$ cat config.mk
export PLATFORM = sky130hd
export DESIGN_NAME = panel_serializer
export DESIGN_NICKNAME = d
export VERILOG_FILES = /design/src/rtl/panel_serializer_pkg.sv /design/src/rtl/panel_serializer_rate_divider.sv /design/src/rtl/panel_serializer.sv
export SDC_FILE = /design/constraint.sdc
export NUM_CORES = 1
export LEC_CHECK = 0
export CORE_ASPECT_RATIO = 1.5
export CORE_MARGIN = 2
export CORE_UTILIZATION = 40
export DETAILED_ROUTE_END_ITERATION = 10
export PLACE_DENSITY = 0.68
export SLEW_MARGIN = 20
export SYNTH_ARGS = -nofsm -noshare
export SYNTH_HDL_FRONTEND = slang
export SYNTH_SLANG_ARGS = --single-unit
$ cat constraint.sdc
create_clock -name clk -period 1.8 [get_ports clk]
set_input_delay 0.36 -clock clk [delete_from_list [all_inputs] [get_ports clk]]
set_output_delay 0.36 -clock clk [all_outputs]
set_load 0.01 [all_outputs]
$ cat src/rtl/panel_serializer_pkg.sv
// Shared types for the panel serializer: FSM state encoding and shift-command codes.
package panel_serializer_pkg;

    typedef enum logic [2:0] {
        ST_IDLE  = 3'd0,
        ST_LOAD  = 3'd1,
        ST_WAIT  = 3'd2,
        ST_SHIFT = 3'd3,
        ST_DONE  = 3'd4
    } state_t;

    localparam logic [1:0] S_HOLD = 2'b00;
    localparam logic [1:0] S_LSB  = 2'b01;
    localparam logic [1:0] S_MSB  = 2'b10;

endpackage

$ cat src/rtl/panel_serializer_rate_divider.sv
// Bit-rate divider: counts 0..limit while enabled, tick flags the terminal count.
module rate_divider #(
    parameter int unsigned DIV_W = 16
) (
    input  logic             clk,
    input  logic             clr,
    input  logic             clear,
    input  logic [DIV_W-1:0] limit,
    output logic             tick
);

    logic [DIV_W-1:0] cnt;

    // Saturates at limit so the counter can never wrap within a wait period.
    always_ff @(posedge clk) begin
        if (!clr) begin
            cnt <= '0;
        end else if (clear) begin
            cnt <= '0;
        end else if (cnt != limit) begin
            cnt <= cnt + DIV_W'(1);
        end
    end

    assign tick = (cnt == limit);

endmodule

$ cat src/rtl/panel_serializer.sv
// Streams a latched frame into an external panel shift register: one clear load,
// then WIDTH shift strobes paced by a programmable divider.
module panel_serializer
    import panel_serializer_pkg::*;
#(
    parameter int unsigned WIDTH = 28,
    parameter int unsigned DIV_W = 16
) (
    input  logic             clk,
    input  logic             clr,
    input  logic             start,
    input  logic             abort,
    input  logic [WIDTH-1:0] frame,
    input  logic             dir,
    input  logic [DIV_W-1:0] rate,
    output logic [WIDTH-1:0] d,
    output logic             load,
    output logic [1:0]       s,
    output logic             m_sig,
    output logic             busy,
    output logic             done
);

    localparam int unsigned CNT_W = $clog2(WIDTH + 1);

    state_t           state;
    logic [WIDTH-1:0] shreg;
    logic             dir_q;
    logic [DIV_W-1:0] rate_q;
    logic [CNT_W-1:0] bit_cnt;
    logic             div_clear;
    logic             div_tick;

    assign div_clear = (state != ST_WAIT);

    rate_divider #(
        .DIV_W (DIV_W)
    ) u_div (
        .clk   (clk),
        .clr   (clr),
        .clear (div_clear),
        .limit (rate_q),
        .tick  (div_tick)
    );

    // Single-process FSM; outputs are registered alongside the state they belong to.
    always_ff @(posedge clk) begin
        if (!clr) begin
            state   <= ST_IDLE;
            shreg   <= '0;
            dir_q   <= 1'b0;
            rate_q  <= '0;
            bit_cnt <= '0;
            d       <= '0;
            load    <= 1'b0;
            s       <= S_HOLD;
            m_sig   <= 1'b0;
            busy    <= 1'b0;
            done    <= 1'b0;
        end else begin
            d     <= '0;
            load  <= 1'b0;
            s     <= S_HOLD;
            m_sig <= 1'b0;
            done  <= 1'b0;
            if (abort) begin
                state <= ST_IDLE;
                busy  <= 1'b0;
            end else begin
                case (state)
                    ST_IDLE: begin
                        if (start) begin
                            shreg   <= frame;
                            dir_q   <= dir;
                            rate_q  <= rate;
                            bit_cnt <= '0;
                            state   <= ST_LOAD;
                            load    <= 1'b1;
                            busy    <= 1'b1;
                        end
                    end
                    ST_LOAD: begin
                        state <= ST_WAIT;
                    end
                    ST_WAIT: begin
                        if (div_tick) begin
                            state <= ST_SHIFT;
                            s     <= dir_q ? S_LSB : S_MSB;
                            m_sig <= dir_q ? shreg[0] : shreg[WIDTH-1];
                        end
                    end
                    ST_SHIFT: begin
                        // Move the next bit into the output position for the following strobe.
                        shreg   <= dir_q ? (shreg >> 1) : (shreg << 1);
                        bit_cnt <= bit_cnt + CNT_W'(1);
                        if (bit_cnt == CNT_W'(WIDTH - 1)) begin
                            state <= ST_DONE;
                            done  <= 1'b1;
                        end else begin
                            state <= ST_WAIT;
                        end
                    end
                    ST_DONE: begin
                        state <= ST_IDLE;
                        busy  <= 1'b0;
                    end
                    default: begin
                        state <= ST_IDLE;
                        busy  <= 1'b0;
                    end
                endcase
            end
        end
    end

endmodule

# ---- Yosys cells after proc, flatten, opt, wreduce, memory -nomap -nowiden
# Index checks and enable logic that the tools add are counted.
dict set report word_totals {
  register_bits 75
  out_inout_bits 34
  inputBits 49
  wordCells 56
  latch_bits 0
  mem_bits_ro 0
  ramBits 0
  memories 0
}
dict set report classes {
  bitwise 7
  reduce_logical 12
  muxes 15
  magnitude_cmp 0
  mul 0
  n_div 0
  n_eq_ne 9
  shift 0
  add_sub_neg 2
}
# op n
set op_table {}
lappend op_table {{2-to-1 mux 28 bit} 2}
lappend op_table {{case mux 28 bit (2 select lines)} 1}
lappend op_table {{adder 16 x 1 -> 16 bit (second input constant)} 1}
lappend op_table {{== test 16 bit} 1}
lappend op_table {{!= test 16 bit} 1}
lappend op_table {{case mux 3 bit (4 select lines)} 1}
lappend op_table {{case mux 5 bit (2 select lines)} 1}
lappend op_table {{2-to-1 mux 3 bit} 3}
lappend op_table {{OR reduction 3 bit} 3}
lappend op_table {{NOT 1 bit} 7}
lappend op_table {{== test 3 x 2 -> 1 bit (second input constant)} 2}
lappend op_table {{AND reduction 3 bit} 2}
lappend op_table {{adder 5 x 1 -> 5 bit (second input constant)} 1}
lappend op_table {{== test 5 bit (second input constant)} 1}
lappend op_table {{2-to-1 mux 5 bit} 1}
lappend op_table {{2-to-1 mux 1 bit} 4}
lappend op_table {{!= test 2 bit (second input constant)} 2}
lappend op_table {{AND reduction 2 bit} 2}
lappend op_table {{OR reduction 2 bit} 2}
lappend op_table {{OR reduction 4 bit} 1}
lappend op_table {{== test 3 x 1 -> 1 bit (second input constant)} 1}
lappend op_table {{logical NOT 3 bit} 1}
lappend op_table {{!= test 3 x 2 -> 1 bit (second input constant)} 1}
lappend op_table {{2-to-1 mux 2 bit} 1}
lappend op_table {{other kinds (2)} 2}

# ---- Longest topological paths before layout
dict set report logic_depth {
  ltp_word 4
  mapped_depth 7
  depth_no_buf 6
}

# ---- Cells and area by module
# Synthesis repeated with hierarchy kept, for this count alone.
dict set report unflattened {
  hier_cells 426
  hier_area_um2 4222.8
}
# module seq_area_each_um2 instances area_each_um2 cells_each
set by_module_without_submodules {}
lappend by_module_without_submodules {panel_serializer 1181.1 1 3183.1 310}
lappend by_module_without_submodules {rate_divider 320.3 1 1039.7 116}

# ---- Worst setup path before layout
# Ideal clock, no wire load.
dict set report synth_timing {
  kind {reg2reg}
  startpoint {reg u_div.cnt[7]}
  endpoint {reg u_div.cnt[1]}
  synth_period_minus_slack_ns 1.798
  t_arrival_ns 1.673
  path_slack_ns 0.002
  path_stages_with_launch 8
  setup_ns 0.125
  n_path_buf 2
  required_time_ns 1.675
  path_cell_list {dfxtp_1 xnor2_1 nand4_1 nor4_1 buf_2 buf_6 mux2i_1 nor2_1}
}
dict set report synth_between {
  elab_chain_len 1
}
# element line_no
set synth_lines {}
lappend synth_lines {{start, declared} panel_serializer_rate_divider.sv:12} ;# logic [DIV_W-1:0] cnt;
lappend synth_lines {{start signal, assigned} panel_serializer_rate_divider.sv:21} ;# cnt <= cnt + DIV_W'(1);
lappend synth_lines {{!= test 16 bit} panel_serializer_rate_divider.sv:20} ;# end else if (cnt != limit) begin
# No other way between the ends.
# A chain may end at the register's enable or synchronous reset.

# ---- Worst setup path after layout
dict set report layout_timing {
  startpoint {reg u_div.cnt[13]}
  endpoint {reg u_div.cnt[13]}
}
dict set report layout_between {
  elab_chain_len 1
  elab_cells_between_ends 2
  classes_between {add/sub: 1; eq/ne: 1}
}
# element line_no
set layout_lines {}
lappend layout_lines {{adder 16 x 1 -> 16 bit / != test 16 bit (equally long branches)} {panel_serializer_rate_divider.sv:21, panel_serializer_rate_divider.sv:20}}
# Parallel ways exist; a longest one is shown, timed or not.

==> impl_metrics.py <==
metrics = {
    "run_status": {
        "outcome": "finished, final reports clean",
    },
    "timing": {
        "fin_tns_setup_ns": 0,
        "setup_viol": 0,
        "finalCritPeriodShare_pct": 97.0,
        "period_needed_ns": 1.75,
        "maxSlewViolCount": 0,
        "finClkSkew_ns": 0.00516,
        "hold_viol": 0,
        "fmaxAchievable_ghz": 0.573,
        "grt_setup_unrepaired": "yes",
    },
    "global_route": {
        "grt.total_usage_pct": 16.7,
        "overflow": 0,
        "grt_max_degree": 55,
        "antenna_found_initial": 0,
        "grt_pass1_wl_mm": 14.1,
        "grt_pass1_vias": 3082,
    },
    "placed_design": {
        "placed_area_um2": 4670,
        "routabilityCongestion": 0.837,
        "hpwl_mm": 6.35,
        "io_buffers": 54,
    },
    "clock_network": {
        "clkSlewWorstSetupHoldPaths_ns": 0.05,
        "cts_num_sinks": 75,
        "clk_latency_ns": 0.33,
        "max-clock-path-buffers": 2,
        "htreeDepth": 3,
        "cts_tree": "yes",
        "ctsRootBufferMaster": "clkbuf_16",
        "cts_buffers": 9,
    },
    "drt": {
        "drc": 0,
        "drtAntennaViolNets": 0,
        "vias": 3320,
        "wl_per_cell_um": 13.6,
        "drtIter0Drc": 75,
        "drtPass1Iterations": 4,
        "drt-total-wl_mm": 8.87,
        "vias_per_cell": 5.11,
    },
    "floorplan": {
        "rows": 44,
        "io-pin-count": 83,
        "initial_core_util_pct": 40.5,
        "die_w_um": 84.4,
        "die_h_um": 125,
        "coreArea_um2": 9580,
        "die_area_um2": 10500,
    },
    "worst_setup_path": {
        "start_kind": "flip-flop",
        "cp_slowest_cell": "or4_1",
        "path_class": "flip-flop to flip-flop",
        "crit_family": "simple AND/OR/NAND/NOR gates",
        "end_kind": "flip-flop",
        "required_ns": 2.06,
        "crit-reg2reg-launch": "u_div.cnt[13]",
        "cpPeakStageDelay_ns": 0.51,
        "cp.arrival_ns": 2.01,
        "r2r-end": "u_div.cnt[13]",
        "rr_worst_depth": 7,
        "cp.depth": 7,
        "critPathMaxFanout": 9,
        "r2r_slack_ns": 0.05,
        "worst-path-buf-inv": 2,
        "path_cells": "xnor2_4, nand4_1, nor4_2, buf_4, buf_12, or4_1, a21oi_1",
    },
    "hold_path": {
        "holdPathEnd": "shreg[26]",
        "hp-class": "flip-flop to flip-flop",
        "min-delay-start": "shreg[26]",
        "holdPathStages": 2,
    },
    "synthesis": {
        "synth-seq-cells": 75,
        "synth_cells": 462,
        "yosysWarnings": 0,
        "synth_area_leader_cell": "dfxtp_1",
        "ys_seq_area_share_pct": 38.7,
        "yosysUniqueCellTypes": 44,
        "async_flop_share_pct": 0,
        "avgSynthCellArea_um2": 8.40,
        "yosys-top-cells-area": "dfxtp_1 (39%), nand2_1 (10%), a21boi_0 (8.5%)",
        "synth_edf_count": 0,
        "yosysTopAreaCellShare_pct": 38.7,
        "synthesis.area_um2": 3880,
        "synthFlopType": "dfxtp_1",
    },
    "final_layout": {
        "fin_util_pct": 52.7,
        "layout_common_cells": "nand2_1 (102), dfxtp_1 (65), clkdlybuf4s50_1 (54)",
        "areaGrowthSynthToFinish_pct": 30.1,
        "finalInstanceArea_um2": 5050,
        "final_common_cell": "nand2_1",
        "drive_above_1_share_pct": 14.8,
        "diodes": 0,
        "final_nets": 584,
    },
    "job": {
        "maxCapViolCount": 0,
    },
    "power_and_ir_drop": {
        "power.leakage_nw": 1.71,
        "power.density_nw_per_um2": 767,
        "vdd_drop_max_mv": 0.515,
    },
}
-- worst max path at each step --
stage	from	end	slack, ns
floorplan	u_div.cnt[7]	u_div.cnt[1]	0.002
global placement	start	shreg[21]	-0.14
detailed placement	start	shreg[5]	-0.19
CTS	rate_q[13]	u_div.cnt[9]	0.002
global route	u_div.cnt[14]	u_div.cnt[6]	-0.05
finish	u_div.cnt[13]	u_div.cnt[13]	0.05
-- cell type report --
| class | count | area, um2 |
|---|---|---|
| clock buffers | 13 | 250 |
| fillers | 922 | 4530 |
| inverters | 3 | 11.3 |
| multi-input cells | 352 | 2210 |
| flip-flops and latches | 75 | 1520 |
| well taps | 115 | 144 |
| repair buffers | 92 | 913 |
-- power by group --
part           switching, W  total, W  internal, W
combinational      0.000243  0.000537     0.000294
sequential        0.0000448   0.00176      0.00171
clock              0.000628   0.00158     0.000948
-- synthesized netlist by cell type (all sizes together), types with 2 or more instances --
library cell	number
xor2	4
nor3	5
xnor2	16
nand4	8
clkbuf	20
a21oi	13
and2	2
o21a	2
ha	2
o31ai	7
nor4	2
buf	38
nand2	103
o211a	3
o211ai	26
nand3	9
o21ai	7
or3	6
a21boi	44
dfxtp	75
nor2	16
or4	9
mux2i	29
inv	3
-- per-stage QoR --
step           std cells  setup WS [ns]  hold slack [ns]  total power, W
6_report             650         0.0535            0.479         0.00387
5_1_grt              650        -0.0481            0.497         0.00404
4_1_cts              647        0.00182            0.484         0.00388
3_5_place_dp         634         -0.194            0.477         0.00229
3_3_place_gp         634         -0.142            0.468         0.00228
2_1_floorplan        489        0.00223            0.456         0.00209
-- kinds of logic after synthesis --
logic type	synth area share, %
AOI/OAI and AO/OA	19.1
xor gates and xnor gates	4.51
adders and majority gates	0.645
buffers and inverters	9.45
DFF	38.7
muxes	7.48
other	0.0966
and+or+nand+nor	20.1
-- timing repair --
item / CTS / global route
hold buffers: 0 / 0
pin swaps: 1 / 10
setup endpoints to repair: 9 / 17
gates resized for setup: 4 / 24
buffers inserted: 0 / 3
-- layer usage --
layer	vias up	track usage [%]	part of all wire (%)
li1	1696	-	-
met1	1548	18.9	41
met2	67	29.9	54
met3	9	2.52	3.3
met4	0	8.31	2.1
met5	-	0	0
-- registers in the layout, summed over array words and instances, names as in the netlist --
register / flops
s: 2
load: 1
m_sig: 1
u_div.cnt: 16
state: 3
busy: 1
shreg: 28
dir_q: 1
bit_cnt: 5
done: 1
rate_q: 16
-- tightest hold or removal path, delay by kind of cell, from the launching register on --
| kind | cells | cell delay [ns] |
|---|---|---|
| AOI/OAI and AO/OA | 1 | 0.06 |
| DFF | 1 | 0.32 |
| and+or+nand+nor | 1 | 0.05 |
No activity file was read; power rests on OpenSTA's default activity.
